File: src/rtl/sat_accelerator_top.sv
// sat_accelerator_top
// Brute-force CNF satisfiability engine. One bit per candidate assignment of
// N Boolean variables (2^N bits) is kept. All assignments are evaluated in
// parallel as clauses are streamed in one command per clock.
//
// Commands (stateVal):
//   00 RESET         : clear clause, set cnf to all ones, clear result
//   01 COMPUTE CLAUSE: OR the literal (varPos, negCtrl) into the clause
//   10 COMPUTE CNF   : AND the clause into cnf; the result is |new cnf
//   11 RESET CLAUSE  : clear the clause only
//
// Optional feature macro: SAT_WITNESS_EN
//   When it is defined, the satWitness output reports the lowest satisfying
//   assignment index of the committed formula.
//
// resetN is a synchronous, active-high reset. The name is kept for
// compatibility with existing integrations.
module sat_accelerator_top #(
  parameter int N = 4
) (
  input  logic         clk,
  input  logic         resetN,
  input  logic [1:0]   stateVal,
  input  logic [4:0]   varPos,
  input  logic         negCtrl,
  output logic         outSATRes
`ifdef SAT_WITNESS_EN
  ,
  output logic [N-1:0] satWitness
`endif
);

  localparam int SIZE = 2 ** N;

  localparam logic [1:0] OP_RESET        = 2'b00;
  localparam logic [1:0] OP_CLAUSE       = 2'b01;
  localparam logic [1:0] OP_CNF          = 2'b10;
  localparam logic [1:0] OP_RESET_CLAUSE = 2'b11;

  localparam logic [4:0] N_VARS = 5'(N);

  // Literal truth table: bit a is the value of variable pos in assignment a,
  // optionally inverted.
  function automatic logic [SIZE-1:0] build_literal(input logic [4:0] pos,
                                                    input logic       neg);
    logic [SIZE-1:0] lit;
    logic [31:0]     a_bits;
    lit = '0;
    for (int a = 0; a < SIZE; a++) begin
      a_bits = 32'(a);
      lit[a] = a_bits[pos] ^ neg;
    end
    return lit;
  endfunction

`ifdef SAT_WITNESS_EN
  // Lowest set index of vec. The result is 0 when no bit is set.
  function automatic logic [N-1:0] lowest_set(input logic [SIZE-1:0] vec);
    logic [N-1:0] idx;
    idx = '0;
    for (int a = SIZE - 1; a >= 0; a--) begin
      if (vec[a]) begin
        idx = N'(a);
      end else begin
        idx = idx;
      end
    end
    return idx;
  endfunction
`endif

  logic [SIZE-1:0] clause_r;
  logic [SIZE-1:0] cnf_r;
  logic            sat_r;
  logic [SIZE-1:0] literal_s;
  logic            in_range_s;
  logic [SIZE-1:0] cnf_next_s;

  // Decode the literal and form the candidate conjunction for a commit.
  always_comb begin
    in_range_s = (varPos < N_VARS);
    if (in_range_s) begin
      literal_s = build_literal(varPos, negCtrl);
    end else begin
      literal_s = '0;
    end
    cnf_next_s = cnf_r & clause_r;
  end

  // Command execution: every opcode completes on the edge it is sampled.
  always_ff @(posedge clk) begin
    if (resetN) begin
      clause_r <= '0;
      cnf_r    <= '1;
      sat_r    <= 1'b0;
    end else begin
      case (stateVal)
        OP_RESET: begin
          clause_r <= '0;
          cnf_r    <= '1;
          sat_r    <= 1'b0;
        end
        OP_CLAUSE: begin
          if (in_range_s) begin
            clause_r <= clause_r | literal_s;
          end else begin
            clause_r <= clause_r;
          end
        end
        OP_CNF: begin
          cnf_r <= cnf_next_s;
          sat_r <= |cnf_next_s;
        end
        OP_RESET_CLAUSE: begin
          clause_r <= '0;
        end
        default: begin
          clause_r <= clause_r;
        end
      endcase
    end
  end

  assign outSATRes = sat_r;

`ifdef SAT_WITNESS_EN
  logic [N-1:0] witness_r;

  // Witness tracks the lowest satisfying assignment on each commit.
  always_ff @(posedge clk) begin
    if (resetN) begin
      witness_r <= '0;
    end else begin
      case (stateVal)
        OP_RESET: witness_r <= '0;
        OP_CNF:   witness_r <= lowest_set(cnf_next_s);
        default:  witness_r <= witness_r;
      endcase
    end
  end

  assign satWitness = witness_r;
`endif

endmodule

File: config.mk
export PLATFORM = sky130hd
export DESIGN_NAME = sat_accelerator_top
export DESIGN_NICKNAME = d
export VERILOG_FILES = /design/src/rtl/sat_accelerator_top.sv
export SDC_FILE = /design/constraint.sdc
export NUM_CORES = 1
export LEC_CHECK = 0
export CORE_ASPECT_RATIO = 2
export CORE_MARGIN = 4
export CORE_UTILIZATION = 35
export DETAILED_ROUTE_END_ITERATION = 7
export REMOVE_ABC_BUFFERS = 1
export SYNTH_ARGS = -nofsm -noshare
export SYNTH_HDL_FRONTEND = slang
export SYNTH_SLANG_ARGS = --single-unit
File: constraint.sdc
create_clock -name clk -period 1.94 [get_ports clk]
set_clock_uncertainty 0.1 [all_clocks]
set_input_delay 0.388 -clock clk [delete_from_list [all_inputs] [get_ports clk]]
set_output_delay 0.388 -clock clk [all_outputs]
set_load 0.1 [all_outputs]
# After elaboration in Yosys (flattened, before gate mapping)
# Memory sizes are Yosys's and may differ from the RTL's.
# Index checks and enable logic that the tools add are counted.
[op_classes]
order_cmp = 2
n_eq_ne = 4
muxes = 21
bitwise_logic = 18
n_reduce_logical = 6
[ops]
columns = ["operator", "n"]
rows = [
  ["$pmux W16 S2", 2],
  ["$mux W16", 2],
  ["$and A16 B16 Y16", 1],
  ["$mux W1", 16],
  ["$or A16 B16 Y16", 1],
  ["$reduce_or A16 Y1", 1],
  ["$xor A1 B1 Y1", 16],
  ["$lt A5 B6 Y1 const B", 1],
  ["$lt A5 B3 Y1 const B", 1],
  ["$eq A2 B2 Y1 const B", 2],
  ["$reduce_bool A2 Y1", 2],
  ["$eq A2 B1 Y1 const B", 1],
  ["$logic_not A2 Y1", 1],
  ["$ne A2 B2 Y1 const B", 1],
  ["$pmux W1 S2", 1],
  ["$reduce_and A2 Y1", 1],
  ["$reduce_or A2 Y1", 1],
]
[totals]
register_bits = 33
rom_bits = 512
input_bits = 10
output_inout_bits = 1
word_cells = 70
n_memories = 16
[mem_list]
columns = ["name", "depth", "width", "read_ports", "rd_clocked_by_memory_dff", "wr", "line", "rtl"]
rows = [
  ["(name not given)", 32, 1, 1, 0, 0, "51", "lit[a] = a_bits[pos] ^ neg;"],
  ["(name not given)", 32, 1, 1, 0, 0, "51", ""],
  ["(name not given)", 32, 1, 1, 0, 0, "51", ""],
  ["(name not given)", 32, 1, 1, 0, 0, "51", ""],
  ["(name not given)", 32, 1, 1, 0, 0, "51", ""],
  ["(name not given)", 32, 1, 1, 0, 0, "51", ""],
  ["+10 memories", "--", "--", "--", "--", "--", "--", ""],
]

# Depth between registers and ports, before layout
# Gate-level depths: netlist of the first run.
[depth]
word_depth = 7
depth_mapped = 7
ltp_nobuf = 5

# Worst setup path after synthesis of the first run
# Ideal clock, no wire load.
[synth_timing]
path_type = "input port to flip-flop"
start = "in stateVal[0]"
end = "reg clause_r[11]"
t_arrival_ns = 1.293
slack_ns = 0.428
stages = 6
n_path_buf = 1
cell_sequence = "inv_1 > ha_1 > nand2b_1 > buf_2 > a31oi_1 > nor2_1"
[synth_between]
elab_chain_len = 4
[synth_rtl]
columns = ["element", "line", "rtl"]
rows = [
  ["start: declaration", "23", "input logic [1:0] stateVal,"],
  ["$eq A2 B2 Y1 / $logic_not A2 Y1 (equally long branches)", "97", "case (stateVal)"],
  ["$reduce_or A2 Y1 (no line)", "--", ""],
  ["$reduce_bool A2 Y1 (no line)", "--", ""],
  ["$reduce_and A2 Y1 (no line)", "--", ""],
  ["end signal: assignment", "105", "clause_r <= clause_r | literal_s;"],
  ["end signal: assignment", "107", "clause_r <= clause_r;"],
  ["end signal: assignment", "118", "clause_r <= clause_r;"],
  ["end: declaration", "72", "logic [SIZE-1:0] clause_r;"],
]
# Several ways; a longest one is shown, not always the timed one.
# A chain may end at the register's enable or synchronous reset.

# Worst setup path after layout of the first run
[layout_timing]
start = "in stateVal[1]"
end = "reg clause_r[8]"
# Same word-level chain as after synthesis.

==> results of run 1 <==
==> logic make-up after synthesis <==
| group | count (synthesis) |
|---|---|
| AOI/OAI and AO/OA | 44 |
| xor gates and xnor gates | 14 |
| adders and majority gates | 9 |
| buffers and inverters | 15 |
| DFF | 33 |
| and+or+nand+nor | 40 |
==> worst paths after layout <==
kind                         endpoint  slack, ns
max          clause_r[8]$_SDFFE_PP0P_       0.15
min             cnf_r[6]$_SDFFE_PP1P_       0.38
max reg2reg    outSATRes$_SDFFE_PP0P_       0.70
min reg2reg     cnf_r[6]$_SDFFE_PP1P_       0.38
==> flip-flops by register name, indices dropped and copies added, names as in the netlist <==
register   flops
clause_r      16
cnf_r         16
outSATRes      1
==> tightest hold or removal path: stages, from the launching register on <==
cell      delay, ns
dfxtp_1        0.33
o22ai_1        0.07
nand2b_1       0.06
==> report_power, final <==
part	switching (mW)	internal (mW)
Combinational	0.116	0.115
Sequential	0.0186	0.708
Clock	0.240	0.320
Total	0.375	1.14
==> final cells by class <==
cell class,count,area (um^2)
fillers,418,2283
multi-input cells,107,762.0
flip-flops and latches,33,660.6
repair buffers,22,237.7
clock buffers,7,96.34
well taps,52,65.06
inverters,5,18.77
clock inverters,1,5.005
==> cell usage in the layout, fill, tap and decap left out, drive strengths merged <==
cell / count
o31a: 2
nand4b: 1
clkinv: 2
nor3: 1
o21ai: 1
a31oi: 15
inv: 4
clkdlybuf4s50: 9
nand2: 2
a22oi: 6
nor2: 15
a222oi: 1
dfxtp: 33
ha: 9
clkbuf: 7
buf: 13
a21oi: 2
o22ai: 16
xor2: 7
o21bai: 1
nand3: 1
nand4: 1
nand2b: 18
nor2b: 1
xnor2: 7
==> per-layer routing <==
metal / share of wire [%] / vias up / GRT usage (%)
met1: 41 / 542 / 14.04
li1: - / 590 / -
met2: 53 / 21 / 23.55
met5: 0 / - / 0
met4: 2.6 / 0 / 8.061
met3: 3.1 / 7 / 2.667
==> reports/results.ini, run 1 <==
[worst_setup_path]
crit_type=input pin to flop
cpLargestDelayFamily=buffers and inverters
worstPathMaxFanout=15
cp_num_cells=8
max_stage_delay_ns=0.50
r2r_start=clause_r[12]$_SDFFE_PP0P_
crit_start=stateVal[1]
crit_top_cell=buf_4
start_kind=input pin
ff2ff_path_depth=3
cp.arrival_ns=1.87
crit_chain=clkdlybuf4s50_1 -> inv_1 -> buf_4 -> ha_1 -> nand2b_1 -> buf_4 -> a31oi_1 -> nor2_1
critical_path_required_ns=2.01
cpMaxStageDelayCell=clkdlybuf4s50_1
critPathCaptureType=flop
critical_path_buf_inv_count=4

[placed_design]
place.gp.congestion=0.7831
place_hpwl_um=2354
placed_cell_area_mm2=0.001737
dp_slack_ns=-0.6087
placedCellCount=219
portBuffers=10

[logic_synthesis]
syn_inst=155
yosysTopAreaCell=dfxtp_1
synth.area.top_cells=dfxtp_1 (44%), ha_1 (7.5%), nand2b_1 (7.5%)
synth_mux_area_share_pct=0
ys_seq_elements=33
yosysUniqueCellTypes=27
synth_edf_count=0
synth_top_area_share_pct=44.07
synth-xor-area-share_pct=8.180
synthArstFlopShare_pct=0
synth_top_family_by_area=compound AO/OA/AOI/OAI gates
synth-simple-area-share_pct=14.61
synthesis.area_mm2=0.001499
synth-seq-area-share_pct=44.07
synth_fa_ha_area_share_pct=7.513
avgSynthCellArea_um2=9.671
synth.most_common_cell=dfxtp_1
synth_commonest_cells=dfxtp_1 (33), nand2b_1 (18), o22ai_1 (16)
synth_ff_type=dfxtp_1
synth_compound_area_share_pct=20.03
yosysWarnings=0

[routing]
drt_iter0_markers=21
vias_per_cell=5.110
routed_wl_um=3130
detail_route.first_pass.iterations=4
ant_nets=0
drc=0
vias=1160
avgRoutedWirePerCell_um=13.79

[clocking]
cts_tree=built
cts_buffers=5
h-tree-depth=2
cts_buffer_depth=2
cts.sinks=33
cts_resized=1
hold_buffers=0
clk_pin_slew_ns=0.06
insertion_delay_ns=0.28
cts-root-buf=clkbuf_8
post_cts_buffers=0

[power_and_ir_drop]
p_leak_nw=0.7127
power_mw=1.518
ir_drop_uv=326.1
power-per-cell-area_mw_per_mm2=822.5

[sta]
fin_crit_ns=1.791
min_period_over_period_pct=92.32
setup_ws_ns=0.1490
fin_hold_ws_ns=0.3812
finalHoldViolations=0
finalSetupTns_ns=0
fmax_ghz=0.5583
slew_headroom_pct=73.04
setup_viol=0
worst_pin_slew_ns=0.4035
rsz0062_at_grt=false
slew_viol_final=0

[global_route]
antenna_found_initial=0
grt_pass1_wl_um=5395
grt_use_total_pct=13.53
grt_max_degree=19
grt_pass1_vias=1181
overflow=0

[floorplan]
die_h_um=100.6
start_util_pct=36.30
fp.dieW_um=54.28
num_rows=33
dieArea_mm2=0.005457
core-area_mm2=0.004129
io_pins=11

[cells_and_area]
layout-drive-gt1-share_pct=13.71
final_util_pct=44.70
stdcell_area_mm2=0.001846
syn2layout_area_growth_pct=23.12
n_antenna_cell=0
layout.nets=193
final_cells=227

[min_path]
min_from=cnf_r[6]$_SDFFE_PP1P_
hp-class=flop to flop
whs_path_depth=2

[run_status]
outcome=finished clean

[run]
cap_violations=0

(Power assumes the default switching activity.)
==> inputs of run 2 (changes only) <==
- DONT_BUFFER_PORTS: default -> 1
- GPL_TIMING_DRIVEN: default -> 0
==> reports/results.ini, run 2 (synthesis results as in run 1) <==
[sta]
min_period_over_period_pct=88.85  ; was 92.32%
slew_headroom_pct=35.67  ; was 73.04%
setup_ws_ns=0.2162  ; was 0.1490 ns
rsz0062_at_grt=false  ; unchanged
fin_hold_ws_ns=0.08058  ; was 0.3812 ns
worst_pin_slew_ns=0.9636  ; was 0.4035 ns
finalSetupTns_ns=0  ; unchanged
fin_crit_ns=1.724  ; was 1.791 ns
slew_viol_final=0  ; unchanged
fmax_ghz=0.5801  ; was 0.5583 GHz
setup_viol=0  ; unchanged
finalHoldViolations=0  ; unchanged

[global_route]
grt_max_degree=20  ; was 19
antenna_found_initial=0  ; unchanged
overflow=0  ; unchanged
grt_use_total_pct=12.35  ; was 13.53%
grt_pass1_vias=1071  ; was 1181
grt_pass1_wl_um=4912  ; was 5395 um

[routing]
drt_iter0_markers=22  ; was 21
vias_per_cell=5.356  ; was 5.110
drc=0  ; unchanged
ant_nets=0  ; unchanged
vias=1098  ; was 1160
avgRoutedWirePerCell_um=14.74  ; was 13.79 um
detail_route.first_pass.iterations=4  ; unchanged
routed_wl_um=3022  ; was 3130 um

[clocking]
cts_tree=built  ; unchanged
h-tree-depth=2  ; unchanged
insertion_delay_ns=0.28  ; about the same
cts.sinks=33  ; unchanged
hold_buffers=0  ; unchanged
cts_buffer_depth=2  ; unchanged
clk_pin_slew_ns=0.07  ; was 0.06 ns
cts-root-buf=clkbuf_8  ; unchanged
cts_buffers=5  ; unchanged

[power_and_ir_drop]
power-per-cell-area_mw_per_mm2=897.3  ; was 822.5 mW/mm^2
combPwrFrac_pct=10.1  ; was 15.2%
ir_drop_uv=463.9  ; was 326.1 uV
p_int_mw=1.094  ; was 1.143 mW
p_seq_share_pct=51.1  ; was 47.9%
switching_power_mw=0.3439  ; was 0.3747 mW
p_leak_nw=0.5936  ; was 0.7127 nW
swShare_pct=23.91  ; was 24.68%
clkPwrFrac_pct=38.8  ; was 36.9%

[worst_setup_path]
r2r_start=outSATRes$_SDFFE_PP0P_  ; was clause_r[12]$_SDFFE_PP0P_
crit_type=flop to output port  ; was input pin to flop
rrSetupSlack_ns=0.38  ; was 0.70 ns
critPathCaptureType=output port  ; was flop
critical_path_required_ns=1.45  ; was 2.01 ns
worstPathMaxFanout=2  ; was 15
cp.arrival_ns=1.24  ; was 1.87 ns
ff2ff_path_depth=3  ; unchanged
worstReg2RegEnd=outSATRes$_SDFFE_PP0P_  ; unchanged
start_kind=flop  ; was input pin

[placed_design]
place.gp.congestion=0.7516  ; was 0.7831
portBuffers=0  ; was 10
dp_slack_ns=-0.1535  ; was -0.6087 ns
place_hpwl_um=2175  ; was 2354 um

[cells_and_area]
final_util_pct=38.82  ; was 44.70%
syn2layout_area_growth_pct=6.928  ; was 23.12%
mostFrequentLayoutCell=dfxtp_1  ; unchanged
final_cell_mix=dfxtp_1 (33), nand2b_1 (18), o22ai_1 (16)  ; unchanged
layout.nets=171  ; was 193
layout-drive-gt1-share_pct=7.190  ; was 13.71%
multi_input_area_um2=757.0  ; was 762.0 um^2
n_antenna_cell=0  ; unchanged
n_fill_cell=426  ; was 418
final-seq-area_um2=660.6  ; unchanged

[floorplan]
start_util_pct=36.30  ; unchanged
num_rows=33  ; unchanged
core-area_mm2=0.004129  ; unchanged
die_h_um=100.6  ; unchanged
fp.dieW_um=54.28  ; unchanged
io_pins=11  ; unchanged
dieArea_mm2=0.005457  ; unchanged

[run]
cap_violations=0  ; unchanged

[min_path]
whs_path_depth=1  ; was 2
hp-class=input pin to flop  ; was flop to flop
min_from=resetN  ; was cnf_r[6]$_SDFFE_PP1P_
min_delay_worst_endpoint=clause_r[15]$_SDFFE_PP0P_  ; was cnf_r[6]$_SDFFE_PP1P_

[run_status]
outcome=finished clean  ; unchanged

-- run 2: timing repair --
action                     4_1_cts  5_1_grt
resized for setup                0        1
buffers inserted                 0        0
setup endpoints to repair        0        7
-- run 2: worst max path at each step --
stage,from,end,cells after the start
after CTS,stateVal[0],cnf_r[11]$_SDFFE_PP1P_,5
after global placement,stateVal[0],cnf_r[4]$_SDFFE_PP1P_,5
after global routing,outSATRes$_SDFFE_PP0P_,outSATRes,0
final,outSATRes$_SDFFE_PP0P_,outSATRes,0
after floorplan,stateVal[0],cnf_r[0]$_SDFFE_PP1P_,5
after detailed placement,stateVal[0],cnf_r[11]$_SDFFE_PP1P_,5
-- run 2: power by group through the flow --
stage | clock, mW | sequential (mW) | combinational (mW)
3_5_place_dp | 0 | 0.751 | 0.145
5_1_grt | 0.598 | 0.739 | 0.161
6_report | 0.558 | 0.735 | 0.145
4_1_cts | 0.572 | 0.735 | 0.145
3_3_place_gp | 0 | 0.748 | 0.139
2_1_floorplan | 0 | 0.745 | 0.119
-- run 2: metal layers --
layer	wire length, um	global-route usage, %	share of wire [%]	vias up
met3	185	4.296	6.1	6
met4	60	5.758	2.0	0
met5	0	0	0	-
met2	1559	21.05	52	22
met1	1216	12.86	40	530
li1	-	-	-	540
-- run 2: area by class of cell --
| type | instances | share of cell area (%) |
|---|---|---|
| Inverter | 5 | 1.171 |
| Clock buffer | 7 | 6.011 |
| Multi-Input combinational cell | 107 | 47.23 |
| Sequential cell | 33 | 41.22 |
| Clock inverter | 1 | 0.3123 |
| Tap cell | 52 | 4.059 |
-- run 2: per-stage QoR --
stage	std cells	power, mW	instance area, um^2
after floorplan	145	0.8636	1434
after global placement	197	0.8879	1499
after detailed placement	197	0.8951	1499
after CTS	205	1.452	1600
after global routing	205	1.498	1603
final	205	1.438	1603
